<file path="src/rtl/arith_seq_pkg.sv">
// Shared types for the sequential arithmetic unit: operation codes and FSM states.
package arith_seq_pkg;

  typedef enum logic [1:0] {
    OP_ADD  = 2'b00,
    OP_FACT = 2'b01,
    OP_GCF  = 2'b10,
    OP_RSVD = 2'b11
  } op_e;

  typedef enum logic [1:0] {
    IDLE,
    ADD,
    FACT,
    GCF
  } state_e;

endpackage

</file>
<file path="src/rtl/arith_mul_trunc.sv">
// N x N unsigned multiply: low N bits of the product plus a flag for any nonzero upper bit.
module arith_mul_trunc #(
  parameter int N = 16
) (
  input  logic [N-1:0] a,
  input  logic [N-1:0] b,
  output logic [N-1:0] lo,
  output logic         ovf
);

  logic [2*N-1:0] prod;

  always_comb begin
    prod = {{N{1'b0}}, a} * {{N{1'b0}}, b};
    lo   = prod[N-1:0];
    ovf  = |prod[2*N-1:N];
  end

endmodule

</file>
<file path="src/rtl/arith_seq_unit.sv">
// Sequential arithmetic co-processor: add/carry, iterative factorial and subtractive GCF
// sharing one pair of N-bit working registers under a start/done handshake.
module arith_seq_unit
  import arith_seq_pkg::*;
#(
  parameter int N = 16
) (
  input  logic         clk,
  input  logic         rst_n,
  input  logic         start,
  input  logic [1:0]   op,
  input  logic [N-1:0] a,
  input  logic [N-1:0] b,
  output logic         busy,
  output logic         done,
  output logic [N-1:0] res,
  output logic         flag
);

  localparam logic [N-1:0] ONE = {{(N-1){1'b0}}, 1'b1};

  state_e       state_q, state_nx;
  op_e          op_q, op_nx;
  // x holds the accumulator (FACT) or first GCF operand; y holds the count or second operand
  logic [N-1:0] x_q, x_nx;
  logic [N-1:0] y_q, y_nx;
  logic         ovf_q, ovf_nx;
  logic [N-1:0] res_q, res_nx;
  logic         flag_q, flag_nx;
  logic         done_q, done_nx;
  logic         busy_q, busy_nx;

  logic [N:0]   sum;
  logic [N-1:0] mul_lo;
  logic         mul_ovf;

  arith_mul_trunc #(.N(N)) u_mul (
    .a   (x_q),
    .b   (y_q),
    .lo  (mul_lo),
    .ovf (mul_ovf)
  );

  always_comb begin
    state_nx = state_q;
    op_nx    = op_q;
    x_nx     = x_q;
    y_nx     = y_q;
    ovf_nx   = ovf_q;
    res_nx   = res_q;
    flag_nx  = flag_q;
    busy_nx  = busy_q;
    done_nx  = 1'b0;
    sum      = {1'b0, x_q} + {1'b0, y_q};

    case (state_q)
      IDLE: begin
        if (start) begin
          op_nx   = op_e'(op);
          x_nx    = a;
          y_nx    = b;
          ovf_nx  = 1'b0;
          busy_nx = 1'b1;
          case (op_e'(op))
            OP_FACT: begin
              x_nx     = ONE;
              y_nx     = a;
              state_nx = FACT;
            end
            OP_GCF:  state_nx = GCF;
            default: state_nx = ADD;  // reserved op shares the single-cycle path
          endcase
        end
      end

      ADD: begin
        if (op_q == OP_RSVD) begin
          res_nx  = '0;
          flag_nx = 1'b1;
        end else begin
          res_nx  = sum[N-1:0];
          flag_nx = sum[N];
        end
        done_nx  = 1'b1;
        busy_nx  = 1'b0;
        state_nx = IDLE;
      end

      FACT: begin
        if (y_q <= ONE) begin
          res_nx   = x_q;
          flag_nx  = ovf_q;
          done_nx  = 1'b1;
          busy_nx  = 1'b0;
          state_nx = IDLE;
        end else begin
          x_nx   = mul_lo;
          ovf_nx = ovf_q | mul_ovf;
          y_nx   = y_q - ONE;
        end
      end

      GCF: begin
        if (y_q == '0 || x_q == y_q) begin
          res_nx   = x_q;
          flag_nx  = 1'b0;
          done_nx  = 1'b1;
          busy_nx  = 1'b0;
          state_nx = IDLE;
        end else if (x_q == '0) begin
          res_nx   = y_q;
          flag_nx  = 1'b0;
          done_nx  = 1'b1;
          busy_nx  = 1'b0;
          state_nx = IDLE;
        end else if (x_q > y_q) begin
          x_nx = x_q - y_q;
        end else begin
          y_nx = y_q - x_q;
        end
      end

      default: state_nx = IDLE;
    endcase
  end

  always_ff @(posedge clk) begin
    if (!rst_n) begin
      state_q <= IDLE;
      op_q    <= OP_ADD;
      x_q     <= '0;
      y_q     <= '0;
      ovf_q   <= 1'b0;
      res_q   <= '0;
      flag_q  <= 1'b0;
      done_q  <= 1'b0;
      busy_q  <= 1'b0;
    end else begin
      state_q <= state_nx;
      op_q    <= op_nx;
      x_q     <= x_nx;
      y_q     <= y_nx;
      ovf_q   <= ovf_nx;
      res_q   <= res_nx;
      flag_q  <= flag_nx;
      done_q  <= done_nx;
      busy_q  <= busy_nx;
    end
  end

  assign busy = busy_q;
  assign done = done_q;
  assign res  = res_q;
  assign flag = flag_q;

endmodule

</file>
<file path="config.mk">
export PLATFORM = sky130hd
export DESIGN_NAME = arith_seq_unit
export DESIGN_NICKNAME = d
export VERILOG_FILES = /design/src/rtl/arith_seq_pkg.sv /design/src/rtl/arith_mul_trunc.sv /design/src/rtl/arith_seq_unit.sv
export SDC_FILE = /design/constraint.sdc
export NUM_CORES = 1
export LEC_CHECK = 0
export CAP_MARGIN = 15
export CORE_MARGIN = 4
export CORE_UTILIZATION = 50
export DETAILED_ROUTE_END_ITERATION = 8
export MAX_ROUTING_LAYER = met4
export PLACE_DENSITY = 0.67
export SKIP_CTS_REPAIR_TIMING = 1
export SYNTH_ARGS = -nofsm -noshare
export SYNTH_HDL_FRONTEND = slang
export SYNTH_HIERARCHICAL = 1
export SYNTH_SLANG_ARGS = --single-unit
export TNS_END_PERCENT = 20
</file>
<file path="constraint.sdc">
create_clock -name clk -period 12.1 [get_ports clk]
set_input_delay 2.42 -clock clk [delete_from_list [all_inputs] [get_ports clk]]
set_output_delay 2.42 -clock clk [all_outputs]
set_load 0.01 [all_outputs]
</file>
======== Word level (Yosys, flattened, before mapping) ========
Index checks and enable logic that the tools add are counted.
operators by class
  bitwise operators ....................... 1
  order comparisons ....................... 2
  reductions and logical operators ........ 14
  add/sub/neg operators ................... 4
  equality and inequality tests ........... 15
  muxes and demuxes ....................... 40
  $mul .................................... 1
operators by type and width
  operator                 count
  $mux W16                 16
  $pmux W16 S3             3
  $logic_not A16 Y1        2
  $mul A16 B16 Y32         1
  $sub A16 B16 Y16         2
  $add A16 B16 Y17         1
  $eq A16 B16 Y1           1
  $gt A16 B16 Y1           1
  $le A16 B1 Y1 const B    1
  $reduce_or A16 Y1        1
  $sub A16 B1 Y16 const B  1
  $ne A2 B2 Y1 const B     7
  $reduce_and A6 Y1        2
  $mux W1                  11
  $reduce_and A3 Y1        3
  $eq A2 B2 Y1 const B     4
  $mux W2                  4
  $pmux W2 S4              1
  $pmux W1 S3              2
  $reduce_bool A3 Y1       2
  $eq A2 B1 Y1 const B     2
  $pmux W1 S4              1
  $pmux W2 S2              1
  $ne A3 B3 Y1 const B     1
  other kinds (6)          6
storage, ports and cells
  register bits ........................... 56

======== Longest topological paths before layout ========
  word-level depth ........................ 5
  gate-level depth with buffers ........... 26
  mapped depth without buffers ............ 24

======== By module ========
Netlist, hierarchy kept.
by module, submodules not included
  module           seq. area each (um^2)  area each (um^2)  cells each  times used
  arith_mul_trunc  0.0                    8672.1            1001        1
  arith_seq_unit   1121.1                 5739.3            770         1

======== Worst setup path before layout ========
OpenSTA, ideal clock, no wires.
  kind .................................... register to register
  from .................................... register y_q[3]
  to ...................................... register ovf_q
  setup time .............................. 115 ps
  data required time ...................... 11985 ps
  path buffers ............................ 2
  slack ................................... 5958 ps
  data arrival time ....................... 6027 ps
  cell stages (with the launch flop) ...... 24
  path through ............................ dfxtp_1 > clkbuf_1 > nand2_1 > fa_1 > fa_1 > inv_1 > fa_1 > inv_1 > fa_1 > fa_1 > fa_1 > inv_1 > ha_1 > buf_4 > a21oi_1 > o21ai_2 > a21oi_1 > o221ai_1 > a2111oi_4 > o2111ai_1 > nor4b_2 > nand4_1 > a21oi_1 > nor2_1
on the way
  cells in the longest elaborated chain, start to end .. 5
RTL lines
  what                    line                   source
  start, declared         arith_seq_unit.sv:26   logic [N-1:0] y_q, y_nx;
  start signal, assigned  arith_seq_unit.sv:142  y_q <= y_nx;
  $mul A16 B16 Y32        arith_mul_trunc.sv:14  prod = {{N{1'b0}}, a} * {{N{1'b0}}, b};
  $reduce_or A16 Y1       arith_mul_trunc.sv:16  ovf = |prod[2*N-1:N];
  via mul_ovf             arith_seq_unit.sv:35   logic mul_ovf;
  $or A1 B1 Y1            arith_seq_unit.sv:98   ovf_nx = ovf_q | mul_ovf;
  $mux W1                 arith_seq_unit.sv:90   if (y_q <= ONE) begin
  $pmux W1 S2             arith_seq_unit.sv:56   case (state_q)
  end signal, assigned    arith_seq_unit.sv:143  ovf_q <= ovf_nx;
  end, declared           arith_seq_unit.sv:27   logic ovf_q, ovf_nx;
The timed path passes the listed nets, and every way through them passes these cells. The select of a mux whose other input is x is not followed.
A chain may end at the register's enable or synchronous reset.

======== Worst setup path in the final report ========
  from .................................... register x_q[9]
  to ...................................... register ovf_q
on the way
  cells in the longest elaborated chain, start to end .. 5
RTL lines
  what                    line                   source
  start, declared         arith_seq_unit.sv:25   logic [N-1:0] x_q, x_nx;
  start signal, assigned  arith_seq_unit.sv:141  x_q <= x_nx;
  $mul A16 B16 Y32        arith_mul_trunc.sv:14
  $reduce_or A16 Y1       arith_mul_trunc.sv:16
  via mul_ovf             arith_seq_unit.sv:35
  $or A1 B1 Y1            arith_seq_unit.sv:98
  $mux W1                 arith_seq_unit.sv:90
  $pmux W1 S2             arith_seq_unit.sv:56
The timed path passes the listed nets, and every way through them passes these cells. The select of a mux whose other input is x is not followed.

==> reports/metrics.cfg <==
[run_status]
status = finished, final reports clean

[synth]
yosysUniqueCellTypes = 89
syn_inst = 1771
synth_top_family_by_area = adder cells
yosysTopAreaCell = fa_1
synth-simple-area-share = 0.190
synth_top_area_frac = 0.274
synth_enable_flop_cells = 0
synth.area.top_cells = fa_1 27%, ha_1 13%, dfxtp_1 7.8%
seq_area_frac_synth = 0.0778
ys.flop_type = dfxtp_1
synthArstFlopShare = 0
synth-xor-area-share = 0.0359
synth_mux_area_frac = 0.0195
ys_warn_count = 6
synthAdderAreaFrac = 0.408
syn-num-nets = 2160
ys_ff_latch = 56
syn-cell-area_um2 = 14400
avgSynthCellArea_um2 = 8.14
synth_compound_area_frac = 0.176

[worst_hold_path]
hp-class = register to register

[setup_path]
cp_data_required_time_ns = 12.30
critPathArrivalTime_ns = 7.09
crit_type = register to register
critical_path_peak_fanout = 21
crit_path_end_kind = register
crit_path_start_kind = register

[layout]
final_layout_size_suffix_gt1_frac = 0.0442
finalNetCount = 2152
area_delta_synth_final_pct = 6.64

[global_route]
grt_max_degree = 44
grt_use_total = 0.282
grt_pass1_vias = 12300
antenna_found_initial = 1
grt_pass1_wl_mm = 68.3
overflow = 0

[place]
gp_congestion = 0.994
hpwl_mm = 34.4
preCtsSetupSlack_ns = 5.27
port_buffers = 55

[power_and_ir_drop]
comb_power_share = 0.778
swShare = 0.566
p_sw_w = 0.00119
clkPwrFrac = 0.076
seqPwrFrac = 0.146
internal_power_w = 0.000909
powerDensity_nw_per_um2 = 136
p_leak_nw = 6.46
vdd_drop_max_mv = 0.0932

[drt]
drt-wirelength-per-cell_um = 20.2
wl_met1_mm = 19.7
drtPass1Iterations = 7
routed.top_layer = met4
drtIter0Drc = 1200
drc = 0
via_per_inst = 5.97
routed_wirelength_mm = 43.2
vias = 12800
wl_met3_mm = 3.55
met2_length_mm = 18.7
final_antenna_net_count = 0

[cts]
clk_pin_slew_ns = 0.08
clk_path_buf_depth = 2
cts_made_buffers = 5
htreeDepth = 2
cts_sinks = 56
cts_tree = built
worst_skew_pair.late_latency_ns = 0.32
cts-root-buf = clkbuf_16

[floorplanning]
num_rows = 61
start_util = 0.513
core_area_um2 = 28100
dieHeight_um = 178
io-pin-count = 56
die_w_um = 178
die_area_um2 = 31600

[sta]
finalClockSkew_ns = 0.0119
clock.fmax_mhz = 145
period_minus_slack_ns = 6.89
hold_violations = 0
worst_slack_ns = 5.21
final_max_slew_viol_count = 0
hold_ws_ns = 0.470
setup_viol = 0
worst_pin_slew_ns = 1.04
fin_crit_sh = 0.570
relSlewSlack = 0.304
tns_ns = 0
rsz0062_at_grt = no

[job]
drv_cap = 0

-- power by group through the flow --
stage | clock (W) | combinational, W | sequential [W]
floorplan | 0 | 0.00123 | 0.000258
global placement | 0 | 0.00159 | 0.000305
detailed placement | 0 | 0.00160 | 0.000307
CTS | 0.000164 | 0.00162 | 0.000303
global route | 0.000169 | 0.00182 | 0.000312
finish | 0.000159 | 0.00163 | 0.000307
-- flip-flops by register name, summed over array words and instances (netlist names), 2 cells and up --
signal	flops
op_q	2
res	16
state_q	2
x_q	16
y_q	16
-- synthesized netlist by cell type, types with 12 or more instances --
cell and instances:
mux2i_1 21, nand3_1 20, a211oi_1 21, ha_1 155, a21o_1 15, xnor2_1 41, nand4_1 21, inv_1 246
o211ai_1 14, dfxtp_1 56, a22oi_1 12, nor3_1 29, a31oi_1 12, buf_2 12, nor2_1 81, nand2_1 233
clkbuf_1 71, a21oi_1 94, o21ai_0 83, and2_1 103, xor2_1 18, fa_1 197
-- worst paths after layout --
| path | startpoint | to | slack [ns] | cells after the start |
|---|---|---|---|---|
| min | busy | busy | 0.47 | 2 |
| max reg2reg | x_q[9] | ovf_q | 5.21 | 21 |
| min reg2reg | busy | busy | 0.47 | 2 |
| max | x_q[9] | ovf_q | 5.21 | 21 |
-- layout by cell type, fill, tap and decap left out, types with 14 or more instances in the layout --
| master | instances |
|---|---|
| and2_1 | 103 |
| o21ai_0 | 83 |
| ha_1 | 155 |
| nor2_1 | 81 |
| buf_4 | 27 |
| nor3_1 | 29 |
| inv_1 | 246 |
| a21o_1 | 15 |
| mux2i_1 | 21 |
| clkdlybuf4s50_1 | 55 |
| nand3_1 | 20 |
| xnor2_1 | 41 |
| o211ai_1 | 14 |
| nand4_1 | 21 |
| xor2_1 | 18 |
| nand2_1 | 233 |
| fa_1 | 197 |
| dfxtp_1 | 56 |
| a21oi_1 | 94 |
| a211oi_1 | 21 |
-- area by class of cell --
class                      instances  area, µm²
antenna                            1       2.50
clock buffer                       5        125
clock inverter                     3       25.0
fill                            2699      12700
inverter                         246        923
multi-input combinational       1372      11900
sequential                        56       1120
tap                              378        473
timing repair buffer              82        753
-- critical path: stages (launching register included) --
cell      delay, ns
dfxtp_1        0.98
nand2_1        0.19
fa_1           0.54
fa_1           0.54
inv_1          0.05
fa_1           0.49
inv_1          0.05
fa_1           0.46
fa_1           0.52
fa_1           0.56
inv_1          0.05
ha_1           0.37
a21oi_1        0.23
o21ai_1        0.21
a211oi_1       0.45
o22ai_1        0.18
xnor2_1        0.16
o211ai_1       0.12
nor4b_2        0.31
nand4_1        0.13
a21oi_1        0.13
nor2_1         0.05
-- stage by stage --
| step | utilization | total power, W | cells | cell area (µm²) |
|---|---|---|---|---|
| after global routing | 0.547 | 0.00230 | 2143 | 15400 |
| final | 0.547 | 0.00210 | 2143 | 15400 |
| after detailed placement | 0.542 | 0.00191 | 2134 | 15200 |
| after global placement | 0.542 | 0.00190 | 2134 | 15200 |
| after floorplan | - | 0.00149 | 1771 | 14400 |
| after CTS | 0.547 | 0.00208 | 2142 | 15400 |
-- per-layer routing --
metal / global-route usage / vias to the layer above
met5: - / -
met2: 0.404 / 540
met4: 0.0773 / 0
li1: - / 5920
met1: 0.412 / 6262
met3: 0.0507 / 73
-- cells by family (layout without fill, tap and decap cells) --
family,Yosys count,count (layout)
adder cells (fa/ha/maj),352,352
multiplexers,27,27
AO/OA/AOI/OAI,374,374
buffers and inverters,343,336
flip-flops,56,56
other,0,1
XOR/XNOR,59,59
AND/OR/NAND/NOR,560,560
(Power assumes the default switching activity.)
